==> src/rtl/clock_mode_sequencer_pkg.sv <==
// Shared types and constants for the clock mode sequencer.
// FSM state encoding, CPU speed codes and the turbo code mapping.
package clock_mode_sequencer_pkg;

  typedef enum logic [2:0] {
    ST_IDLE     = 3'd0,
    ST_HOLD     = 3'd1,
    ST_STEP     = 3'd2,
    ST_WAIT_RDY = 3'd3,
    ST_SETTLE   = 3'd4,
    ST_APPLY    = 3'd5,
    ST_RELEASE  = 3'd6
  } state_e;

  localparam logic [1:0] SPEED_3M5 = 2'd0;
  localparam logic [1:0] SPEED_7M  = 2'd1;
  localparam logic [1:0] SPEED_14M = 2'd2;

  // Code 3 has no clock of its own; it runs at 14 MHz.
  function automatic logic [1:0] turbo_map(input logic [1:0] t);
    logic [1:0] r;
    unique case (t)
      SPEED_3M5: r = SPEED_3M5;
      SPEED_7M:  r = SPEED_7M;
      SPEED_14M: r = SPEED_14M;
      default:   r = SPEED_14M;
    endcase
    return r;
  endfunction

endpackage

==> src/rtl/clock_mode_sequencer_if.sv <==
// Request / PLL / clock-select bundle of the clock mode sequencer.
// master drives requests and PLL ready; slave is the sequencer.
interface clock_mode_sequencer_if;
  logic       req_valid;
  logic [2:0] req_pll_option;
  logic [1:0] req_turbo;
  logic       pll_srdy;
  logic       pll_sstep;
  logic [2:0] pll_state;
  logic [1:0] turbo_enable;
  logic       cpu_hold;
  logic       busy;
  logic       err_timeout;

  modport master (
    output req_valid, req_pll_option, req_turbo, pll_srdy,
    input  pll_sstep, pll_state, turbo_enable,
    input  cpu_hold, busy, err_timeout
  );

  modport slave (
    input  req_valid, req_pll_option, req_turbo, pll_srdy,
    output pll_sstep, pll_state, turbo_enable,
    output cpu_hold, busy, err_timeout
  );
endinterface

==> src/rtl/clkseq_timer.sv <==
// Loadable down-counter shared by the HOLD, WAIT_RDY and SETTLE phases.
// expired is high while the count sits at zero.
module clkseq_timer #(
  parameter int               CNT_W   = 13,
  parameter logic [CNT_W-1:0] RST_VAL = '0
) (
  input  logic             clk,
  input  logic             rst,
  input  logic             load,
  input  logic [CNT_W-1:0] load_val,
  output logic             expired
);

  logic [CNT_W-1:0] cnt_q;
  logic [CNT_W-1:0] cnt_d;

  always_comb begin
    cnt_d = cnt_q;
    if (load) begin
      cnt_d = load_val;
    end else if (cnt_q != '0) begin
      cnt_d = cnt_q - CNT_W'(1);
    end
  end

  always_ff @(posedge clk) begin
    if (rst) cnt_q <= RST_VAL;
    else     cnt_q <= cnt_d;
  end

  assign expired = (cnt_q == '0);

endmodule

==> src/rtl/clock_mode_sequencer.sv <==
// Parks the CPU, steps the PLL, waits for lock, then switches turbo select.
// Define CLKSEQ_TIMEOUT_RETRY_EN to retry the PLL step once on timeout.
module clock_mode_sequencer
  import clock_mode_sequencer_pkg::*;
#(
  parameter int HOLD_CYCLES    = 4,
  parameter int SETTLE_CYCLES  = 16,
  parameter int TIMEOUT_CYCLES = 4096,
  parameter int CNT_W          = 13
) (
  input  logic                   clk,
  input  logic                   rst,
  clock_mode_sequencer_if.slave  bus
);

  localparam logic [CNT_W-1:0] HOLD_LD = CNT_W'(HOLD_CYCLES - 1);
  localparam logic [CNT_W-1:0] SETL_LD = CNT_W'(SETTLE_CYCLES - 1);
  localparam logic [CNT_W-1:0] TOUT_LD = CNT_W'(TIMEOUT_CYCLES - 1);

  state_e     state_q, state_d;
  logic [2:0] pll_state_q, pll_state_d;
  logic [1:0] turbo_q, turbo_d;
  logic       sstep_q, sstep_d;
  logic       err_q, err_d;
  logic [2:0] tgt_opt_q, tgt_opt_d;
  logic [1:0] tgt_trb_q, tgt_trb_d;
  logic       pll_chg_q, pll_chg_d;
  logic       pend_vld_q, pend_vld_d;
  logic [2:0] pend_opt_q, pend_opt_d;
  logic [1:0] pend_trb_q, pend_trb_d;
`ifdef CLKSEQ_TIMEOUT_RETRY_EN
  logic       retry_q, retry_d;
`endif

  logic             tmr_load;
  logic [CNT_W-1:0] tmr_val;
  logic             tmr_exp;

  logic       acc_vld;
  logic [2:0] acc_opt;
  logic [1:0] acc_trb;

  // A fresh strobe overrides an older pending request.
  assign acc_vld = bus.req_valid | pend_vld_q;
  assign acc_opt = bus.req_valid ? bus.req_pll_option : pend_opt_q;
  assign acc_trb = turbo_map(bus.req_valid ? bus.req_turbo : pend_trb_q);

  clkseq_timer #(
    .CNT_W   (CNT_W),
    .RST_VAL (HOLD_LD)
  ) u_timer (
    .clk      (clk),
    .rst      (rst),
    .load     (tmr_load),
    .load_val (tmr_val),
    .expired  (tmr_exp)
  );

  always_comb begin
    state_d     = state_q;
    pll_state_d = pll_state_q;
    turbo_d     = turbo_q;
    sstep_d     = 1'b0;
    err_d       = err_q;
    tgt_opt_d   = tgt_opt_q;
    tgt_trb_d   = tgt_trb_q;
    pll_chg_d   = pll_chg_q;
    pend_vld_d  = pend_vld_q;
    pend_opt_d  = pend_opt_q;
    pend_trb_d  = pend_trb_q;
`ifdef CLKSEQ_TIMEOUT_RETRY_EN
    retry_d     = retry_q;
`endif
    tmr_load    = 1'b0;
    tmr_val     = HOLD_LD;

    if (bus.req_valid && state_q != ST_IDLE) begin
      pend_vld_d = 1'b1;
      pend_opt_d = bus.req_pll_option;
      pend_trb_d = bus.req_turbo;
    end

    unique case (state_q)
      ST_IDLE: begin
        pend_vld_d = 1'b0;
        if (acc_vld) begin
          tgt_opt_d = acc_opt;
          tgt_trb_d = acc_trb;
          pll_chg_d = (acc_opt != pll_state_q);
          if (acc_opt != pll_state_q || acc_trb != turbo_q) begin
            state_d  = ST_HOLD;
            tmr_load = 1'b1;
            tmr_val  = HOLD_LD;
`ifdef CLKSEQ_TIMEOUT_RETRY_EN
            retry_d  = 1'b0;
`endif
          end
        end
      end
      ST_HOLD: begin
        if (tmr_exp) begin
          if (pll_chg_q) begin
            state_d     = ST_STEP;
            pll_state_d = tgt_opt_q;
            sstep_d     = 1'b1;
          end else begin
            state_d = ST_APPLY;
            turbo_d = tgt_trb_q;
          end
        end
      end
      ST_STEP: begin
        state_d  = ST_WAIT_RDY;
        tmr_load = 1'b1;
        tmr_val  = TOUT_LD;
      end
      ST_WAIT_RDY: begin
        if (bus.pll_srdy) begin
          state_d  = ST_SETTLE;
          tmr_load = 1'b1;
          tmr_val  = SETL_LD;
        end else if (tmr_exp) begin
`ifdef CLKSEQ_TIMEOUT_RETRY_EN
          if (!retry_q) begin
            state_d = ST_STEP;
            sstep_d = 1'b1;
            retry_d = 1'b1;
          end else begin
            state_d = ST_APPLY;
            turbo_d = tgt_trb_q;
            err_d   = 1'b1;
          end
`else
          state_d = ST_APPLY;
          turbo_d = tgt_trb_q;
          err_d   = 1'b1;
`endif
        end
      end
      ST_SETTLE: begin
        if (tmr_exp) begin
          state_d = ST_APPLY;
          turbo_d = tgt_trb_q;
        end
      end
      ST_APPLY:   state_d = ST_RELEASE;
      ST_RELEASE: state_d = ST_IDLE;
      default:    state_d = ST_IDLE;
    endcase
  end

  // Reset lands in HOLD with a forced PLL step: the boot reconfiguration.
  always_ff @(posedge clk) begin
    if (rst) begin
      state_q     <= ST_HOLD;
      pll_state_q <= 3'd0;
      turbo_q     <= SPEED_3M5;
      sstep_q     <= 1'b0;
      err_q       <= 1'b0;
      tgt_opt_q   <= 3'd0;
      tgt_trb_q   <= SPEED_3M5;
      pll_chg_q   <= 1'b1;
      pend_vld_q  <= 1'b0;
      pend_opt_q  <= 3'd0;
      pend_trb_q  <= 2'd0;
`ifdef CLKSEQ_TIMEOUT_RETRY_EN
      retry_q     <= 1'b0;
`endif
    end else begin
      state_q     <= state_d;
      pll_state_q <= pll_state_d;
      turbo_q     <= turbo_d;
      sstep_q     <= sstep_d;
      err_q       <= err_d;
      tgt_opt_q   <= tgt_opt_d;
      tgt_trb_q   <= tgt_trb_d;
      pll_chg_q   <= pll_chg_d;
      pend_vld_q  <= pend_vld_d;
      pend_opt_q  <= pend_opt_d;
      pend_trb_q  <= pend_trb_d;
`ifdef CLKSEQ_TIMEOUT_RETRY_EN
      retry_q     <= retry_d;
`endif
    end
  end

  assign bus.pll_sstep    = sstep_q;
  assign bus.pll_state    = pll_state_q;
  assign bus.turbo_enable = turbo_q;
  assign bus.cpu_hold     = (state_q != ST_IDLE);
  assign bus.busy         = (state_q != ST_IDLE);
  assign bus.err_timeout  = err_q;

endmodule

==> src/flat_wrapper.sv <==
// flat-port wrapper written by rule: the top's interface ports become plain ports
module clock_mode_sequencer_flat import clock_mode_sequencer_pkg::*;
#(
  parameter int HOLD_CYCLES    = 4,
  parameter int SETTLE_CYCLES  = 16,
  parameter int TIMEOUT_CYCLES = 4096,
  parameter int CNT_W          = 13
)
  (clk, rst, bus_req_valid, bus_req_pll_option, bus_req_turbo, bus_pll_srdy, bus_pll_sstep, bus_pll_state, bus_turbo_enable, bus_cpu_hold, bus_busy, bus_err_timeout);
  clock_mode_sequencer_if bus_i ();
  input  logic clk;
  input  logic rst;
  input wire logic [$bits(bus_i.req_valid)-1:0] bus_req_valid;
  input wire logic [$bits(bus_i.req_pll_option)-1:0] bus_req_pll_option;
  input wire logic [$bits(bus_i.req_turbo)-1:0] bus_req_turbo;
  input wire logic [$bits(bus_i.pll_srdy)-1:0] bus_pll_srdy;
  output wire logic [$bits(bus_i.pll_sstep)-1:0] bus_pll_sstep;
  output wire logic [$bits(bus_i.pll_state)-1:0] bus_pll_state;
  output wire logic [$bits(bus_i.turbo_enable)-1:0] bus_turbo_enable;
  output wire logic [$bits(bus_i.cpu_hold)-1:0] bus_cpu_hold;
  output wire logic [$bits(bus_i.busy)-1:0] bus_busy;
  output wire logic [$bits(bus_i.err_timeout)-1:0] bus_err_timeout;
  assign bus_i.req_valid = bus_req_valid;
  assign bus_i.req_pll_option = bus_req_pll_option;
  assign bus_i.req_turbo = bus_req_turbo;
  assign bus_i.pll_srdy = bus_pll_srdy;
  assign bus_pll_sstep = bus_i.pll_sstep;
  assign bus_pll_state = bus_i.pll_state;
  assign bus_turbo_enable = bus_i.turbo_enable;
  assign bus_cpu_hold = bus_i.cpu_hold;
  assign bus_busy = bus_i.busy;
  assign bus_err_timeout = bus_i.err_timeout;
  clock_mode_sequencer #(.HOLD_CYCLES(HOLD_CYCLES), .SETTLE_CYCLES(SETTLE_CYCLES), .TIMEOUT_CYCLES(TIMEOUT_CYCLES), .CNT_W(CNT_W)) u_core (.clk(clk), .rst(rst), .bus(bus_i));
endmodule
==> config.mk <==
export PLATFORM = sky130hd
export DESIGN_NAME = clock_mode_sequencer_flat
export DESIGN_NICKNAME = d
export VERILOG_FILES = /design/src/rtl/clock_mode_sequencer_pkg.sv /design/src/rtl/clock_mode_sequencer_if.sv /design/src/rtl/clkseq_timer.sv /design/src/rtl/clock_mode_sequencer.sv /design/src/flat_wrapper.sv
export SDC_FILE = /design/constraint.sdc
export NUM_CORES = 1
export LEC_CHECK = 0
export ABC_AREA = 1
export BUFFER_PORTS_ARGS = -buffer_cell sky130_fd_sc_hd__buf_2
export CAP_MARGIN = 20
export CORE_ASPECT_RATIO = 1.5
export CORE_UTILIZATION = 60
export CTS_CLUSTER_DIAMETER = 30
export DETAILED_ROUTE_END_ITERATION = 8
export GPL_TIMING_DRIVEN = 0
export PLACE_DENSITY_LB_ADDON = 0.05
export SYNTH_ARGS = -nofsm -noshare
export SYNTH_HDL_FRONTEND = slang
export SYNTH_SLANG_ARGS = --single-unit
==> constraint.sdc <==
create_clock -name clk -period 2.8 [get_ports clk]
set_input_delay 0.14 -clock clk [delete_from_list [all_inputs] [get_ports clk]]
set_output_delay 0.14 -clock clk [all_outputs]
set_load 0.005 [all_outputs]
== Yosys cells after proc, flatten, opt, wreduce, memory -nomap -nowiden ==
Cells that the tools add are included.

* Input port bits: 9
* Word-level logic and storage cells: 70
* Flip-flop bits (word level): 35
* Output and inout port bits: 9

* Reductions and logical operators: 16
* Eq/ne operators: 13
* Muxes and demuxes: 24
* $add $sub $neg: 1
* Bitwise logic cells: 4

{| class="wikitable"
|+ Operators with widths
! kind !! count
|-
| two-way mux 13 bit || 2
|-
| case mux 13 bit (2 select lines) || 1
|-
| two-way mux 3 bit || 7
|-
| case mux 3 bit (6 select lines) || 1
|-
| logical NOT 13 bit || 1
|-
| nonzero test 13 bit || 1
|-
| subtractor 13 x 1 -> 13 bit, second input constant || 1
|-
| two-way mux 2 bit || 5
|-
| AND reduction 3 bit || 3
|-
| == test 3 x 2 -> 1 bit, second input constant || 2
|-
| == test 3 bit, second input constant || 2
|-
| != test 2 x 1 -> 1 bit, second input constant || 3
|-
| case mux 2 bit (3 select lines) || 1
|-
| nonzero test 3 bit || 2
|-
| two-way mux 1 bit || 4
|-
| two-way mux 4 bit || 1
|-
| != test 2 bit, second input constant || 2
|-
| case mux 2 bit (2 select lines) || 1
|-
| AND reduction 4 bit || 1
|-
| == test 3 x 1 -> 1 bit, second input constant || 1
|-
| logical NOT 3 bit || 1
|-
| != test 3 bit || 1
|-
| NOT 1 bit || 3
|-
| case mux 1 bit (3 select lines) || 1
|-
| other kinds (10) || 10
|}

== Longest topological paths before layout ==
* Depth in word-level cells: 9
* Depth in mapped cells: 14
* Gate-level depth less buffers: 12

== By module ==
From an unflattened synthesis, not the netlist that was laid out.

* Cells, all modules: 304
* Area, all modules: 2075.7 µm²

{| class="wikitable"
|+ Modules (own cells, without submodules)
! module !! instances !! sequential area each (µm²) !! cells an instance !! area an instance (µm²)
|-
| clock_mode_sequencer || 1 || 440.4 || 169 || 1199.9
|-
| clkseq_timer || 1 || 260.2 || 135 || 875.8
|}

== Least setup slack after synthesis ==
Ideal clock, no wire load.

* Path kind: register to register
* Start: register u_core.u_timer.cnt_q[0]
* End: register u_core.u_timer.cnt_q[10]
* Cell stages (with the launch flop): 10
* Clock period less this slack: 1.582 ns
* Data required time: 2.678 ns
* Library setup time: 0.122 ns
* Data arrival time: 1.460 ns
* Path buffers: 0
* Path slack: 1.218 ns
* Path through: dfxtp_1 -> inv_1 -> ha_1 -> nand3_2 -> nor2_2 -> nand3_2 -> inv_2 -> nand3_1 -> nand2_1 -> a21oi_1

* Longest elaborated chain between the ends: 3
* Elaborated cells between the ends (all ways): 5
* Those cells by class: 1 x add/sub; 2 x mux; 2 x reduce/logical

{| class="wikitable"
|+ RTL lines
! what !! RTL line !! source
|-
| from (decl) || clkseq_timer.sv:14 || <nowiki>logic [CNT_W-1:0] cnt_q;</nowiki>
|-
| from (signal assigned) || clkseq_timer.sv:28 || <nowiki>else cnt_q <= cnt_d;</nowiki>
|-
| subtractor 13 x 1 -> 13 bit || clkseq_timer.sv:22 || <nowiki>cnt_d = cnt_q - CNT_W'(1);</nowiki>
|-
| two-way mux 13 bit || clkseq_timer.sv:21 || <nowiki>end else if (cnt_q != '0) begin</nowiki>
|-
| two-way mux 13 bit || clkseq_timer.sv:19 || <nowiki>if (load) begin</nowiki>
|}

Several ways; a longest one is shown, not always the timed one. The select of a mux whose other input is x is not followed.
A chain may end at the register's enable or synchronous reset.

== Worst setup path after layout ==
Ends and elaborated chain as after synthesis.

==> run_results.csv <==
group,metric,value,unit
clocking,cts.clk_slew.worst_paths,70,ps
pwr,power.share.sequential,35.8,%
place,gp_congestion,0.782,
pwr,swShare,42.4,%
global_route,grt_use_total,25.2,%
run_status,outcome,"complete, no violations",
synthesis,syn_area_per_cell,7.01,sq um
critical_path,cp_data_arrival_time,2090,ps
clocking,root_buffer,"clkbuf_8",
critical_path,crit_end,"u_core.u_timer.cnt_q[10]$_SDFFE_PP0P_",
critical_path,crit_top_cell,"nand3_2",
place,dp_slack,853,ps
critical_path,ff2ff_setup_slack,880,ps
timing,finalCritPeriodShare,68.5,%
finish,syn2layout_area_growth,10.6,%
synthesis,yosysTopAreaCellShare,35.6,%
global_route,grt_start_max_net_pins,12,
timing,fin_crit,1920,ps
place,port_buffers,15,
timing,fmax,0.521,GHz
critical_path,r2r_cells,9,
timing,setup_viol,0,
pwr,internal-power,1.12,mW
pwr,power_density,895,mW/mm^2
route,final_antenna_net_count,0,
clocking,cts_buffer_depth,2,
critical_path,worstSetupEndpointType,"flop",
synthesis,ys_types,31,
die,core-area,0.00313,sq mm
critical_path,cp_max_fo,7,
pwr,peakVddDrop,664,uV
timing,finalMaxSlewViolations,0,
synthesis,syn_inst,281,
timing,tightest_slew,495,ps
timing,tns,0,ps
critical_path,slowest_delay,340,ps
critical_path,cp_data_required_time,2970,ps
hold_path,hold_path_class,"in -> reg",
critical_path,timing.rr.end,"u_core.u_timer.cnt_q[10]$_SDFFE_PP0P_",
route,wl,3940,microns
finish,antenna_cells,0,
finish,multi_input_area,0.00107,sq mm
finish,regArea,701,sq um
global_route,antenna_found_initial,0,
clocking,clock_latency,290,ps
critical_path,r2r-start,"u_core.u_timer.cnt_q[0]$_SDFFE_PP1P_",
die,ioPinCount,18,
critical_path,crit_chain,"inv_1 -> ha_1 -> nand3_2 -> nor2_2 -> nand3_2 -> inv_2 -> nand3_1 -> nand2_1 -> a21oi_1",
global_route,grt_pass1_wl,6750,microns
clocking,cts_hold_buf,0,
critical_path,cpMaxStageDelayCell,"dfxtp_1",
synthesis,syn_area,0.00197,sq mm
die,initial_core_util,63.0,%
critical_path,worst_setup_path_start_kind,"flop",
global_route,grt_pass1_vias,1604,
finish,fillers,275,
timing,setup_ws,881,ps
global_route,grt-ovfl-total,0,
route,dr.pass1.iters,4,
pwr,comb_power_share,46.0,%
timing,slew_headroom,67.0,%
flow_run,max_cap_viol_count,0,
clocking,cts_resized,0,
route,vias_per_cell,5.03,
clocking,h-tree-depth,2,
clocking,cts_setup_buffers,0,
die,die_w,48.8,microns
critical_path,crit_start,"u_core.u_timer.cnt_q[0]$_SDFFE_PP1P_",
place,dp_hpwl,3120,microns
pwr,clkPwrFrac,18.1,%
synthesis,synth_area_leaders,"dfxtp_1, nand2_1, nand3_1, inv_1, a21oi_1",
synthesis,ys_ff_latch,35,
route,drt-wirelength-per-cell,11.4,microns
critical_path,path_class,"reg -> reg",
synthesis,seq_area_frac_synth,35.6,%
pwr,p_leak,1.01,nW
timing,hold_violations,0,
route,vias,1731,
timing,timing.hold.ws,112,ps
synthesis,yosysWarningCount,0,
clocking,cts.sinks,35,
clocking,cts_buffers,5,
clocking,cts_tree,"done",
timing,rsz0062_at_grt,"no",
finish,layout.nets,313,
finish,layout-drive-gt1-share,20.4,%
timing,skew,4.90,ps
route,drt_iter0_markers,61,
synthesis,synth_nets,291,
die,rows,25,
pwr,p_switching,828,uW
die,die_area,0.00352,sq mm
die,die_y,72.2,microns
synthesis,yosysTopAreaCell,"dfxtp_1",
route,drc,0,
## area by class of cell
| type | count | area share (%) |
|---|---|---|
| clock buffers | 5 | 3.16 |
| multi-input cells | 200 | 48.9 |
| plain buffers | 7 | 2.41 |
| repair buffers | 15 | 3.44 |
| well taps | 40 | 2.30 |
| inverters | 39 | 6.95 |
| flip-flops and latches | 35 | 32.1 |
| clock inverters | 3 | 0.689 |
## Yosys cell counts (all sizes together)
library cell,n
or2,1
a21oi,25
nor2,38
o21a,1
dfxtp,35
inv,39
buf,4
xor2,7
o21bai,1
o21ai,11
nand3b,1
clkbuf,3
nand3,33
nand2,69
a211oi,1
ha,1
nand4,5
xnor2,2
nor4,1
nor3,3
## flip-flops by register name, summed over array words and instances, names as in the netlist
| signal | flops |
|---|---|
| u_core.bus.err_timeout | 1 |
| u_core.bus.pll_sstep | 1 |
| u_core.bus.pll_state | 3 |
| u_core.bus.turbo_enable | 2 |
| u_core.pend_opt_q | 3 |
| u_core.pend_trb_q | 2 |
| u_core.pend_vld_q | 1 |
| u_core.pll_chg_q | 1 |
| u_core.state_q | 3 |
| u_core.tgt_opt_q | 3 |
| u_core.tgt_trb_q | 2 |
| u_core.u_timer.cnt_q | 13 |
## layer usage
metal,routed length (microns),global-route usage [%],vias up
met5,0,0,-
met4,91,12.4,0
met3,90,4.40,8
met2,2120,50.0,24
met1,1630,24.4,757
li1,-,-,942
## cells in the final DEF, fill, tap and decap left out, drive strengths merged
cell / netlist / final
or2: 1 / 1
a21oi: 25 / 25
nand2: 69 / 69
xnor2: 2 / 2
clkbuf: 3 / 8
nand3b: 1 / 1
nor4: 1 / 1
nor2: 38 / 38
nand3: 33 / 33
nor3: 3 / 3
buf: 4 / 19
o21ai: 11 / 11
inv: 39 / 39
dfxtp: 35 / 35
xor2: 7 / 7
o21a: 1 / 1
o21bai: 1 / 1
a211oi: 1 / 1
ha: 1 / 1
clkinv: 0 / 3
nand4: 5 / 5
## critical path: cells and delay by family (launching register included)
kind	cells	cell delay, ps
buffers and inverters	2	250
AND/OR/NAND/NOR	5	940
AO/OA/AOI/OAI	1	80
flip-flops	1	340
adder cells (fa/ha/maj)	1	200
## how the worst min path moves through the flow
stage / startpoint / endpoint / cells past startpoint
finish: bus_req_turbo[0] / u_core.pend_trb_q[0]$_SDFFE_PP0P_ / 3
floorplan: bus_req_pll_option[0] / u_core.pend_opt_q[0]$_SDFFE_PP0P_ / 2
global placement: bus_req_turbo[0] / u_core.pend_trb_q[0]$_SDFFE_PP0P_ / 3
CTS: bus_req_pll_option[0] / u_core.pend_opt_q[0]$_SDFFE_PP0P_ / 3
detailed placement: bus_req_pll_option[0] / u_core.pend_opt_q[0]$_SDFFE_PP0P_ / 3
global route: bus_req_turbo[0] / u_core.pend_trb_q[0]$_SDFFE_PP0P_ / 3
## metrics by stage
step / instance area, sq um / power (mW) / instances / util [%]
floorplan: 1970 / 1.43 / 281 / -
global placement: 2100 / 1.59 / 336 / 67.0
detailed placement: 2100 / 1.61 / 336 / 67.0
CTS: 2180 / 1.96 / 344 / 69.7
global route: 2180 / 2.13 / 344 / 69.7
finish: 2180 / 1.95 / 344 / 69.7
## power by group through the flow
stage / combinational, mW / sequential [mW] / clock [mW]
6_report: 0.898 / 0.699 / 0.354
2_1_floorplan: 0.737 / 0.692 / 0
3_5_place_dp: 0.900 / 0.708 / 0
5_1_grt: 1.04 / 0.712 / 0.385
3_3_place_gp: 0.886 / 0.706 / 0
4_1_cts: 0.903 / 0.698 / 0.360
## cells by family (layout without fill, tap and decap cells)
| kind of cell | count (synthesis) | count (layout) | synth area share, % |
|---|---|---|---|
| DFF | 35 | 35 | 35.6 |
| adders and majority gates | 1 | 1 | 0.635 |
| xor gates and xnor gates | 9 | 9 | 4.00 |
| and+or+nand+nor | 151 | 151 | 38.7 |
| buffers and inverters | 46 | 69 | 10.3 |
| AOI/OAI and AO/OA | 39 | 39 | 10.7 |
(Power assumes the default switching activity.)
